==> src/rtl/rvga_types.sv <==
// rtl/rvga_types.sv - shared pipeline types: control word, funct3 load/store encodings, MEM FSM states
package rvga_types;

  localparam int CW_XLEN = 32;

  localparam logic [2:0] F3_LB  = 3'b000;
  localparam logic [2:0] F3_LH  = 3'b001;
  localparam logic [2:0] F3_LW  = 3'b010;
  localparam logic [2:0] F3_LBU = 3'b100;
  localparam logic [2:0] F3_LHU = 3'b101;
  localparam logic [2:0] F3_SB  = 3'b000;
  localparam logic [2:0] F3_SH  = 3'b001;
  localparam logic [2:0] F3_SW  = 3'b010;

  typedef struct packed {
    logic               valid;
    logic               is_load;
    logic               is_store;
    logic [2:0]         funct3;
    logic [CW_XLEN-1:0] alu_result;
    logic [CW_XLEN-1:0] rs2_data;
    logic [4:0]         rd;
    logic               rd_we;
    logic [CW_XLEN-1:0] rd_data;
  } rvga_cword;

  typedef enum logic [1:0] {IDLE, BUSY, DONE} mem_state_e;

  // funct3[1:0] carries the access size for both loads and stores
  function automatic logic is_misaligned(input logic [2:0] funct3, input logic [1:0] addr_lo);
    case (funct3[1:0])
      2'b01:   return addr_lo[0];
      2'b10:   return addr_lo != 2'b00;
      default: return 1'b0;
    endcase
  endfunction

endpackage

==> src/rtl/load_align.sv <==
// rtl/load_align.sv - selects the byte/halfword lane of a load word and applies sign/zero extension
module load_align
  import rvga_types::*;
#(
  parameter int XLEN = 32
) (
  input  logic [2:0]      funct3,
  input  logic [1:0]      addr_lo,
  input  logic [XLEN-1:0] rdata,
  output logic [XLEN-1:0] data
);

  logic [7:0]  lane_b;
  logic [15:0] lane_h;

  always_comb begin
    lane_b = rdata[{addr_lo, 3'b000} +: 8];
    lane_h = rdata[{addr_lo[1], 4'b0000} +: 16];
    case (funct3)
      F3_LB:   data = {{(XLEN-8){lane_b[7]}}, lane_b};
      F3_LH:   data = {{(XLEN-16){lane_h[15]}}, lane_h};
      F3_LBU:  data = {{(XLEN-8){1'b0}}, lane_b};
      F3_LHU:  data = {{(XLEN-16){1'b0}}, lane_h};
      default: data = rdata;
    endcase
  end

endmodule

==> src/rtl/memory_access.sv <==
// rtl/memory_access.sv - MEM stage: data-memory request FSM, store lane steering, load alignment
module memory_access
  import rvga_types::*;
#(
  parameter int XLEN = 32,
  parameter int BE_W = XLEN / 8
) (
  input  logic            clk,
  input  logic            rst_n,
  input  logic            stall,
  input  rvga_cword       ex_mem_cword,
  output rvga_cword       mem_wb_cword,
  output logic            mem_stall,
  output logic            dmem_req,
  output logic            dmem_we,
  output logic [XLEN-1:0] dmem_addr,
  output logic [XLEN-1:0] dmem_wdata,
  output logic [BE_W-1:0] dmem_be,
  input  logic            dmem_ack,
  input  logic [XLEN-1:0] dmem_rdata,
  output logic            misalign_exc
);

  mem_state_e      state_q, state_d;
  rvga_cword       cw_q, wb_d;
  logic [XLEN-1:0] addr_q, wdata_q, wdata_d, lbuf_q, load_val;
  logic [BE_W-1:0] be_q, be_d;
  logic            we_q;
  logic            is_mem, misaligned, go;

  assign is_mem     = ex_mem_cword.valid & (ex_mem_cword.is_load | ex_mem_cword.is_store);
  assign misaligned = is_mem & is_misaligned(ex_mem_cword.funct3, ex_mem_cword.alu_result[1:0]);
  assign go         = is_mem & ~misaligned;

  // Sub-word stores replicate the data so the byte enables alone pick the lane
  always_comb begin
    case (ex_mem_cword.funct3[1:0])
      2'b00: begin
        be_d    = BE_W'(1) << ex_mem_cword.alu_result[1:0];
        wdata_d = {(XLEN/8){ex_mem_cword.rs2_data[7:0]}};
      end
      2'b01: begin
        be_d    = BE_W'(3) << ex_mem_cword.alu_result[1:0];
        wdata_d = {(XLEN/16){ex_mem_cword.rs2_data[15:0]}};
      end
      default: begin
        be_d    = '1;
        wdata_d = ex_mem_cword.rs2_data;
      end
    endcase
  end

  always_ff @(posedge clk) begin
    if (!rst_n) state_q <= IDLE;
    else        state_q <= state_d;
  end

  always_comb begin
    state_d = state_q;
    case (state_q)
      IDLE:    if (go) state_d = BUSY;
      BUSY:    if (dmem_ack) state_d = DONE;
      DONE:    if (!stall) state_d = IDLE;
      default: state_d = IDLE;
    endcase
  end

  always_comb begin
    dmem_req     = 1'b0;
    dmem_we      = 1'b0;
    dmem_be      = '0;
    mem_stall    = 1'b0;
    misalign_exc = 1'b0;
    if (rst_n) begin
      case (state_q)
        IDLE: begin
          mem_stall    = go;
          misalign_exc = misaligned & ~stall;
        end
        BUSY: begin
          dmem_req  = 1'b1;
          dmem_we   = we_q;
          dmem_be   = be_q;
          mem_stall = 1'b1;
        end
        default: ;
      endcase
    end
  end

  assign dmem_addr  = addr_q;
  assign dmem_wdata = wdata_q;

  load_align #(.XLEN(XLEN)) u_load_align (
    .funct3  (cw_q.funct3),
    .addr_lo (addr_q[1:0]),
    .rdata   (lbuf_q),
    .data    (load_val)
  );

  always_comb begin
    wb_d = ex_mem_cword;
    case (state_q)
      IDLE: begin
        if (go)              wb_d = '0;
        else if (misaligned) wb_d.rd_we = 1'b0;
      end
      DONE: begin
        wb_d = cw_q;
        if (cw_q.is_store) wb_d.rd_we   = 1'b0;
        if (cw_q.is_load)  wb_d.rd_data = load_val;
      end
      default: wb_d = '0;
    endcase
  end

  always_ff @(posedge clk) begin
    if (!rst_n) begin
      cw_q         <= '0;
      addr_q       <= '0;
      wdata_q      <= '0;
      be_q         <= '0;
      we_q         <= 1'b0;
      lbuf_q       <= '0;
      mem_wb_cword <= '0;
    end else begin
      if (state_q == IDLE && go) begin
        cw_q    <= ex_mem_cword;
        addr_q  <= ex_mem_cword.alu_result;
        wdata_q <= wdata_d;
        be_q    <= be_d;
        we_q    <= ex_mem_cword.is_store;
      end
      if (state_q == BUSY && dmem_ack) lbuf_q <= dmem_rdata;
      if (!stall) mem_wb_cword <= wb_d;
    end
  end

endmodule

==> config.mk <==
export PLATFORM = sky130hd
export DESIGN_NAME = memory_access
export DESIGN_NICKNAME = d
export VERILOG_FILES = /design/src/rtl/rvga_types.sv /design/src/rtl/load_align.sv /design/src/rtl/memory_access.sv
export SDC_FILE = /design/constraint.sdc
export NUM_CORES = 1
export LEC_CHECK = 0
export BUFFER_PORTS_ARGS = -buffer_cell sky130_fd_sc_hd__buf_2
export CORE_MARGIN = 8
export CORE_UTILIZATION = 54
export CTS_BUF_LIST = sky130_fd_sc_hd__clkbuf_16
export CTS_CLUSTER_DIAMETER = 60
export CTS_CLUSTER_SIZE = 10
export DETAILED_ROUTE_END_ITERATION = 8
export PLACE_DENSITY_LB_ADDON = 0.12
export REMOVE_ABC_BUFFERS = 1
export SYNTH_ARGS = -nofsm -noshare
export SYNTH_HDL_FRONTEND = slang
export SYNTH_SLANG_ARGS = --single-unit
==> constraint.sdc <==
create_clock -name clk -period 3 [get_ports clk]
set_clock_uncertainty 0.15 [all_clocks]
set_input_delay 0.3 -clock clk [delete_from_list [all_inputs] [get_ports clk]]
set_output_delay 0.3 -clock clk [all_outputs]
set_load 0.02 [all_outputs]
==> reports/qor.csv, run 1 <==
metric,value,unit
tightest_slew,0.873,ns
grt_pass1_vias,12847,
syn_area,0.0128,mm^2
grt_pass1_wl,67.4,mm
drive_gt1_share,22.0,%
crit_path_max_fanout,4,
clk_pin_slew,0.05,ns
synth_edf_count,0,
min_path_type,input port to register,
antenna_left,0,
gr-usage-all-layers,28.3,%
vias_per_cell,5.98,
die_width,170,um
ys_types,48,
numPortBuffers,323,
vias,13053,
min_period,2.78,ns
status,finished clean,
wl,42.5,mm
synth_seq_cells,278,
required,2.55,ns
internal_power,0.00686,W
numCtsBuffers,35,
grt_overflow,0,
gp_congestion,0.830,
synth.avg_cell_area,8.40,um^2
fmax,0.360,GHz
reg2regPathDepth,5,
p_sw_share,28.2,%
clock-root-buffer,clkbuf_16,
slew_violations,0,
worstSetupPathType,input port to output pin,
total_power,0.00955,W
dpl.hpwl,26.1,mm
route.detailed.drc,0,
num_rows,56,
power_frac_comb,17.7,%
cts_tree,yes,
maxSlewHeadroom,41.8,%
ioPinCount,324,
nFillCells,1855,
setup_tns,0,ns
clockBufferDepth,3,
cp-end-kind,output pin,
p_sw,0.00269,W
h-tree-depth,2,
die_y,170,um
finalSetupViolCount,0,
first_pass_iters,7,
clkLatencyLatePin,0.50,ns
yosysWarnings,0,
drv_cap,0,
die_area,0.0288,mm^2
antenna_found_initial,1,
fin_crit_sh,92.6,%
grt_max_degree,148,
synthCells,1521,
ys.flop_type,dfxtp_1,
cts_setup_buffers,0,
leakagePower,7.52,nW
coreArea,0.0233,mm^2
hold_viol,0,
layout.nets,2002,
synth-seq-area-share,43.5,%
pwr-share-clk,39.6,%
async_reset_ff_share,0,%
post_drt_wl_per_cell,19.5,um
power.density,576,mW/mm^2
first_iter_violations,1423,
rsz0062_at_grt,no,
irDropWorstVdd,0.472,mV
initial_utilization,54.8,%
critical_path_arrival,2.33,ns
clock-sinks,278,
cp-start-kind,input port,
p_seq_share,42.7,%
hold_slack,0.0792,ns
area_growth,29.7,%
utilization,71.0,%
min_path_cells,3,
==> per-stage QoR <==
stage / cell area, um^2 / setup WS (ns) / cells
finish: 16600 / 0.223 / 2181
global route: 16600 / 0.0924 / 2180
CTS: 16600 / 0.182 / 2180
detailed placement: 14200 / 0.415 / 1996
global placement: 14200 / 0.465 / 1996
floorplan: 11800 / -1.64 / 1325
==> critical path, stage by stage <==
cell           delay (ns)
dlygate4sd3_1        0.55
buf_2                0.15
inv_1                0.06
ha_1                 0.31
nand3_1              0.12
a2111oi_0            0.56
buf_2                0.27
==> state kept, by name (all words and copies together) (netlist names) <==
signal,count
dmem_addr,32
we_q,1
state_q,2
be_q,4
lbuf_q,32
cw_q,75
dmem_wdata,24
mem_wb_cword,108
==> power by group through the flow <==
stage | clock, W | sequential, W | combinational, W
after detailed placement | 0 | 0.00415 | 0.00152
after floorplan | 0 | 0.00431 | 0.000670
after global routing | 0.00397 | 0.00411 | 0.00182
final | 0.00378 | 0.00408 | 0.00169
after CTS | 0.00383 | 0.00408 | 0.00167
after global placement | 0 | 0.00414 | 0.00150
==> cell families (layout without fill, tap and decap cells) <==
| group | after synthesis | in the layout | synth area share (%) |
|---|---|---|---|
| and+or+nand+nor | 611 | 611 | 24.1 |
| AOI/OAI and AO/OA | 403 | 403 | 22.7 |
| DFF | 278 | 278 | 43.5 |
| buffers and inverters | 208 | 548 | 7.91 |
| muxes | 18 | 18 | 1.44 |
| adders and majority gates | 3 | 3 | 0.294 |
| other | 0 | 1 | 0 |
==> per-layer routing <==
layer / wire length (um) / part of all wire [%] / global-route usage (%) / vias to the layer above
met5: 13 / 0.031 / 0 / -
met4: 1530 / 3.6 / 11.7 / 2
met3: 3520 / 8.3 / 7.55 / 95
met2: 20600 / 49 / 49.0 / 540
met1: 16800 / 40 / 32.7 / 6257
li1: - / - / - / 6159
==> layout make-up <==
cell class / instances / area [um^2] / area share (%)
Multi-Input combinational cell: 1035 / 6230 / 37.6
Sequential cell: 278 / 5570 / 33.6
Timing Repair Buffer: 493 / 3350 / 20.2
Clock buffer: 37 / 926 / 5.59
Tap cell: 319 / 399 / 2.41
Clock inverter: 6 / 58.8 / 0.355
Inverter: 12 / 45.0 / 0.272
Antenna cell: 1 / 2.50 / 0.0151
==> cells in the mapped netlist (2+ instances only) <==
master / n / area (um^2)
dfxtp_1: 278 / 5570
nand2_1: 231 / 867
nand3_1: 231 / 1160
a21oi_1: 100 / 500
clkbuf_1: 100 / 375
nor3b_1: 76 / 571
a222oi_1: 75 / 751
o21ai_0: 70 / 350
buf_2: 43 / 215
buf_4: 43 / 323
a21boi_0: 33 / 248
o211a_1: 33 / 330
a22o_1: 31 / 272
nor2b_1: 20 / 125
a211oi_1: 17 / 128
nand3b_1: 17 / 128
a31oi_1: 15 / 93.8
mux2i_1: 15 / 150
and2_1: 13 / 81.3
inv_1: 12 / 45.0
nor2_1: 9 / 33.8
buf_1: 8 / 30.0
a21o_1: 7 / 52.6
a2bb2oi_1: 7 / 61.3
o21ai_1: 4 / 20.0
ha_1: 3 / 37.5
mux2_2: 3 / 33.8
nand2b_1: 3 / 18.8
a22oi_1: 2 / 15.0
buf_6: 2 / 22.5
o21a_1: 2 / 15.0
or2_2: 2 / 12.5
==> path summary, 6_finish.rpt <==
check / startpoint / to / slack, ns
worst min-delay path: ex_mem_cword[107] / mem_wb_cword[107] / 0.08
worst max-delay path: ex_mem_cword[102] / misalign_exc / 0.22
worst min register to register: cw_q[11] / cw_q[11] / 0.29
worst max register to register: state_q[0] / dmem_addr[12] / 0.71
==> placed cells by master (no fill, tap or decap), drive strengths merged, types with 3 or more instances in the layout <==
master	count
a211oi	17
a21boi	33
a21o	7
a21oi	100
a222oi	75
a22o	31
a2bb2oi	7
a31oi	15
and2	13
buf	352
clkbuf	37
clkinv	4
dfxtp	278
dlygate4sd3	141
ha	3
inv	12
mux2	3
mux2i	15
nand2	231
nand2b	3
nand3	231
nand3b	17
nor2	11
nor2b	20
nor3b	77
o211a	33
o21a	3
o21ai	74
or2	4
==> what timing repair did <==
action                                 CTS  global route
hold buffers                           141             0
endpoints found under the hold margin  161             0
gates resized for setup                  0             0
(Power assumes the default switching activity.)
==> run 2, diff against run 1 <==
REMOVE_ABC_BUFFERS = default   (was 1)
==> reports/qor.csv, run 2 (synthesis gave the netlist of run 1 again) <==
metric,value,unit
top_register,mem_wb_cword,
die_width,170,um
post_cts_resized,0,
worstSetupPathType,input port to register,
required,3.26,ns
final_common_cell,buf_2,
numCtsBuffers,34,
layout.nets,1997,
post_drt_wl_per_cell,19.8,um
dpl.hpwl,27.1,mm
power.density,568,mW/mm^2
clockBufferDepth,3,
final_cell_mix,"321 x buf_2, 277 x dfxtp_1, 231 x nand3_1, 231 x nand2_1, 140 x dlygate4sd3_1",
reg_top3,"mem_wb_cword: 108 flops, cw_q: 75 flops",
first_pass_iters,6,
wl,43.1,mm
initial_utilization,54.8,%
setup_ws,0.299,ns
maxSlewHeadroom,42.6,%
rsz0062_at_grt,no,
r2r_start,cw_q[102],
pre_cts_slack,0.497,ns
clock-sinks,278,
grt_max_degree,183,
endpoint,mem_wb_cword[73],
tightest_slew,0.856,ns
leakagePower,7.49,nW
cts_tree,yes,
hold_viol,0,
gp_congestion,0.839,
grt_overflow,0,
antenna_found_initial,1,
syn_nets,1668,
reg2reg_slack,0.73,ns
gr-usage-all-layers,28.3,%
clock-root-buffer,clkbuf_16,
finalSetupViolCount,0,
nFillCells,1814,
grt_pass1_wl,67.2,mm
rr_endpoint,mem_wb_cword[20],
area_growth,29.2,%
num_rows,56,
coreArea,0.0233,mm^2
fin_crit_sh,90.0,%
vias_per_cell,6.04,
clk_pin_slew,0.06,ns
cp-start-kind,input port,
setup_tns,0,ns
grt_pass1_vias,12486,
min_path_type,input port to register,
clkLatencyLatePin,0.50,ns
h-tree-depth,2,
reg2regPathDepth,5,
numPortBuffers,323,
die_area,0.0288,mm^2
die_y,170,um
fmax,0.370,GHz
irDropWorstVdd,0.400,mV
vias,13134,
critical_path_arrival,2.96,ns
ioPinCount,324,
largest_reg_flops,108,
status,finished clean,
antenna_left,0,
startpoint,ex_mem_cword[103],
min_period,2.70,ns
drv_cap,0,
route.detailed.drc,0,
drive_gt1_share,21.8,%
crit_path_max_fanout,25,
slew_violations,0,
cp-end-kind,register,
first_iter_violations,1658,
[run 2: layer usage]
layer	vias up	wire length [um]	global-route usage (%)
li1	6152	-	-
met1	6250	17500	35.7
met2	620	20000	45.8
met3	112	4000	6.79
met4	0	1640	11.7
met5	-	0	0
[run 2: final cells by class]
class,count,area [um^2],share of cell area [%]
Multi-Input combinational cell,1035,6230,37.7
Sequential cell,278,5570,33.7
Timing Repair Buffer,489,3340,20.2
Clock buffer,35,876,5.30
Tap cell,319,399,2.42
Clock inverter,6,55.1,0.333
Inverter,12,45.0,0.273
Antenna cell,2,5.00,0.0303
[run 2: worst min path at each step]
| stage | start | slack, ns | cells after the start | to |
|---|---|---|---|---|
| 6_report | rst_n | 0.06 | 2 | lbuf_q[31] |
| 5_1_grt | rst_n | 0.07 | 2 | dmem_wdata[16] |
| 3_5_place_dp | cw_q[31] | 0.29 | 2 | cw_q[31] |
| 2_1_floorplan | cw_q[0] | 0.28 | 2 | cw_q[0] |
| 3_3_place_gp | cw_q[30] | 0.28 | 2 | cw_q[30] |
| 4_1_cts | rst_n | 0.06 | 2 | dmem_wdata[16] |
[run 2: stage by stage]
stage	hold slack (ns)	power, W	cells	util, %	instance area (um^2)
global placement	0.282	0.00565	1993	60.8	14200
global route	0.0684	0.00976	2175	70.8	16500
finish	0.0604	0.00939	2176	70.8	16500
floorplan	0.276	0.00518	1521	-	12800
detailed placement	0.289	0.00569	1993	60.8	14200
CTS	0.0556	0.00942	2174	70.8	16500
[run 2: what timing repair did]
action,CTS,global route
hold endpoints to repair,155,0
hold buffers,140,0
setup buffers,0,0
[run 2: power breakdown]
part	switching, W	internal (W)	leakage (nW)
sequential	0.000162	0.00392	2.27
clock	0.00147	0.00215	0.462
combinational	0.00101	0.000679	4.76
total	0.00264	0.00675	7.49
[run 2: worst max-delay path, stage by stage]
cell           delay, ns
dlygate4sd3_1       0.55
buf_2               0.17
inv_1               0.07
ha_1                0.31
nand3_1             0.12
and3_4              0.22
nor2_8              0.39
buf_4               0.38
a222oi_1            0.16
nor3b_1             0.27
==> run 3, diff against run 2 <==
==> constraint.sdc (replaced) <==
create_clock -name clk -period 3 [get_ports clk]
set_clock_uncertainty 0.15 [all_clocks]
set_input_delay 0.15 -clock clk [delete_from_list [all_inputs] [get_ports clk]]
set_output_delay 0.15 -clock clk [all_outputs]
set_load 0.02 [all_outputs]
==> reports/qor.csv, run 3 (synthesis gave the netlist of run 1 again) <==
metric,value,unit
top_layer,met4,
slew_violations,0,
wl_met2,20.3,mm
initial_utilization,54.8,%
crit_path_max_fanout,64,
ctsHoldBuffers,178,
fmax,0.343,GHz
layout.nets,2030,
area_growth,31.0,%
leakagePower,7.58,nW
drive_gt1_share,21.0,%
clk_pin_slew,0.06,ns
grt_pass1_wl,69.5,mm
coreArea,0.0233,mm^2
crit_path_top_delay_cell,dlygate4sd3_1,
cts_setup_buffers,0,
route.detailed.drc,0,
tightest_slew,0.806,ns
numCtsBuffers,31,
setup_ws,0.0887,ns
gr-usage-all-layers,29.2,%
die_area,0.0288,mm^2
critical_path_arrival,3.24,ns
grt_max_degree,138,
path_depth,7,
maxSlewHeadroom,46.1,%
required,3.33,ns
h-tree-depth,1,
pre_cts_slack,0.439,ns
timing.critical_path.buf_inv,3,
final_cell_mix,"321 x buf_2, 277 x dfxtp_1, 231 x nand3_1, 231 x nand2_1, 178 x dlygate4sd3_1",
first_pass_iters,7,
dpl.hpwl,26.9,mm
utilization,71.7,%
final_common_cell,buf_2,
syn_nets,1668,
worstSetupPathType,register to register,
post_cts_resized,0,
top_register,mem_wb_cword,
gp_congestion,0.851,
grt_overflow,0,
clockBufferDepth,3,
min_period,2.91,ns
grt_pass1_vias,12883,
drv_cap,0,
irDropWorstVdd,0.412,mV
crit_top_cell,dlygate4sd3_1,
cp_cell_sequence,or2_2 > nor2_4 > buf_12 > nand3_1 > dlygate4sd3_1 > nand2_1 > dlygate4sd3_1,
clock-sinks,278,
min_path_cells,5,
cp-end-kind,register,
met3_length,4.25,mm
reg_top3,"mem_wb_cword: 108 flops, cw_q: 75 flops",
fin_crit_sh,97.0,%
status,finished clean,
hold_viol,0,
finalSetupViolCount,0,
die_width,170,um
drt-met1-wl,17.8,mm
slowest_delay,0.58,ns
die_y,170,um
ioPinCount,324,
largest_reg_flops,108,
rsz0062_at_grt,no,
antenna_found_initial,7,
cp_top_family,buffers and inverters,
vias_per_cell,6.06,
reg2regPathDepth,7,
first_iter_violations,1809,
setup_tns,0,ns
post_drt_wl_per_cell,20.1,um
vias,13382,
wl,44.4,mm
num_rows,56,
numPortBuffers,323,
cp-start-kind,register,
clock-root-buffer,clkbuf_16,
power.density,539,mW/mm^2
min_path_type,input port to register,
clkLatencyLatePin,0.55,ns
cts_tree,yes,
antenna_left,0,
## run 3: power by group
group          leakage [nW]  switching, W  internal [W]  total (W)
Combinational          4.93       0.00103      0.000699    0.00173
Clock                 0.388       0.00141       0.00180    0.00321
Sequential             2.27      0.000163       0.00392    0.00409
Total                  7.58       0.00260       0.00642    0.00902
## run 3: final timing paths
kind | to | slack (ns) | from
worst max-delay path | cw_q[0] | 0.09 | state_q[1]
worst min-delay path | dmem_wdata[17] | 0.09 | ex_mem_cword[103]
worst max register to register | cw_q[0] | 0.09 | state_q[1]
worst min register to register | cw_q[5] | 0.30 | cw_q[5]
## run 3: worst register-to-register path, delay by kind of cell (launching register included)
kind | cells | cell delay [ns]
buffers and inverters | 3 | 1.45
and+or+nand+nor | 4 | 0.86
DFF | 1 | 0.39
## run 3: final cells by class
type | count | area, um^2
Clock inverter | 2 | 12.5
Tap cell | 319 | 399
Timing Repair Buffer | 525 | 3690
Sequential cell | 278 | 5570
Clock buffer | 31 | 776
Multi-Input combinational cell | 1035 | 6230
Antenna cell | 7 | 17.5
Fill cell | 1806 | 6590
Inverter | 12 | 45.0
## run 3: layer usage
layer,vias up,global-route usage (%)
met2,734,46.5
met5,-,0
met4,0,13.7
li1,6228,-
met1,6275,37.0
met3,145,6.72
## run 3: stage by stage
step | total power, W | hold WS, ns | area, um^2 | std cells
finish | 0.00902 | 0.0936 | 16700 | 2209
global route | 0.00935 | 0.119 | 16700 | 2209
CTS | 0.00904 | 0.0727 | 16700 | 2202
detailed placement | 0.00568 | 0.235 | 14200 | 1991
global placement | 0.00564 | 0.235 | 14200 | 1991
floorplan | 0.00518 | 0.130 | 12800 | 1521
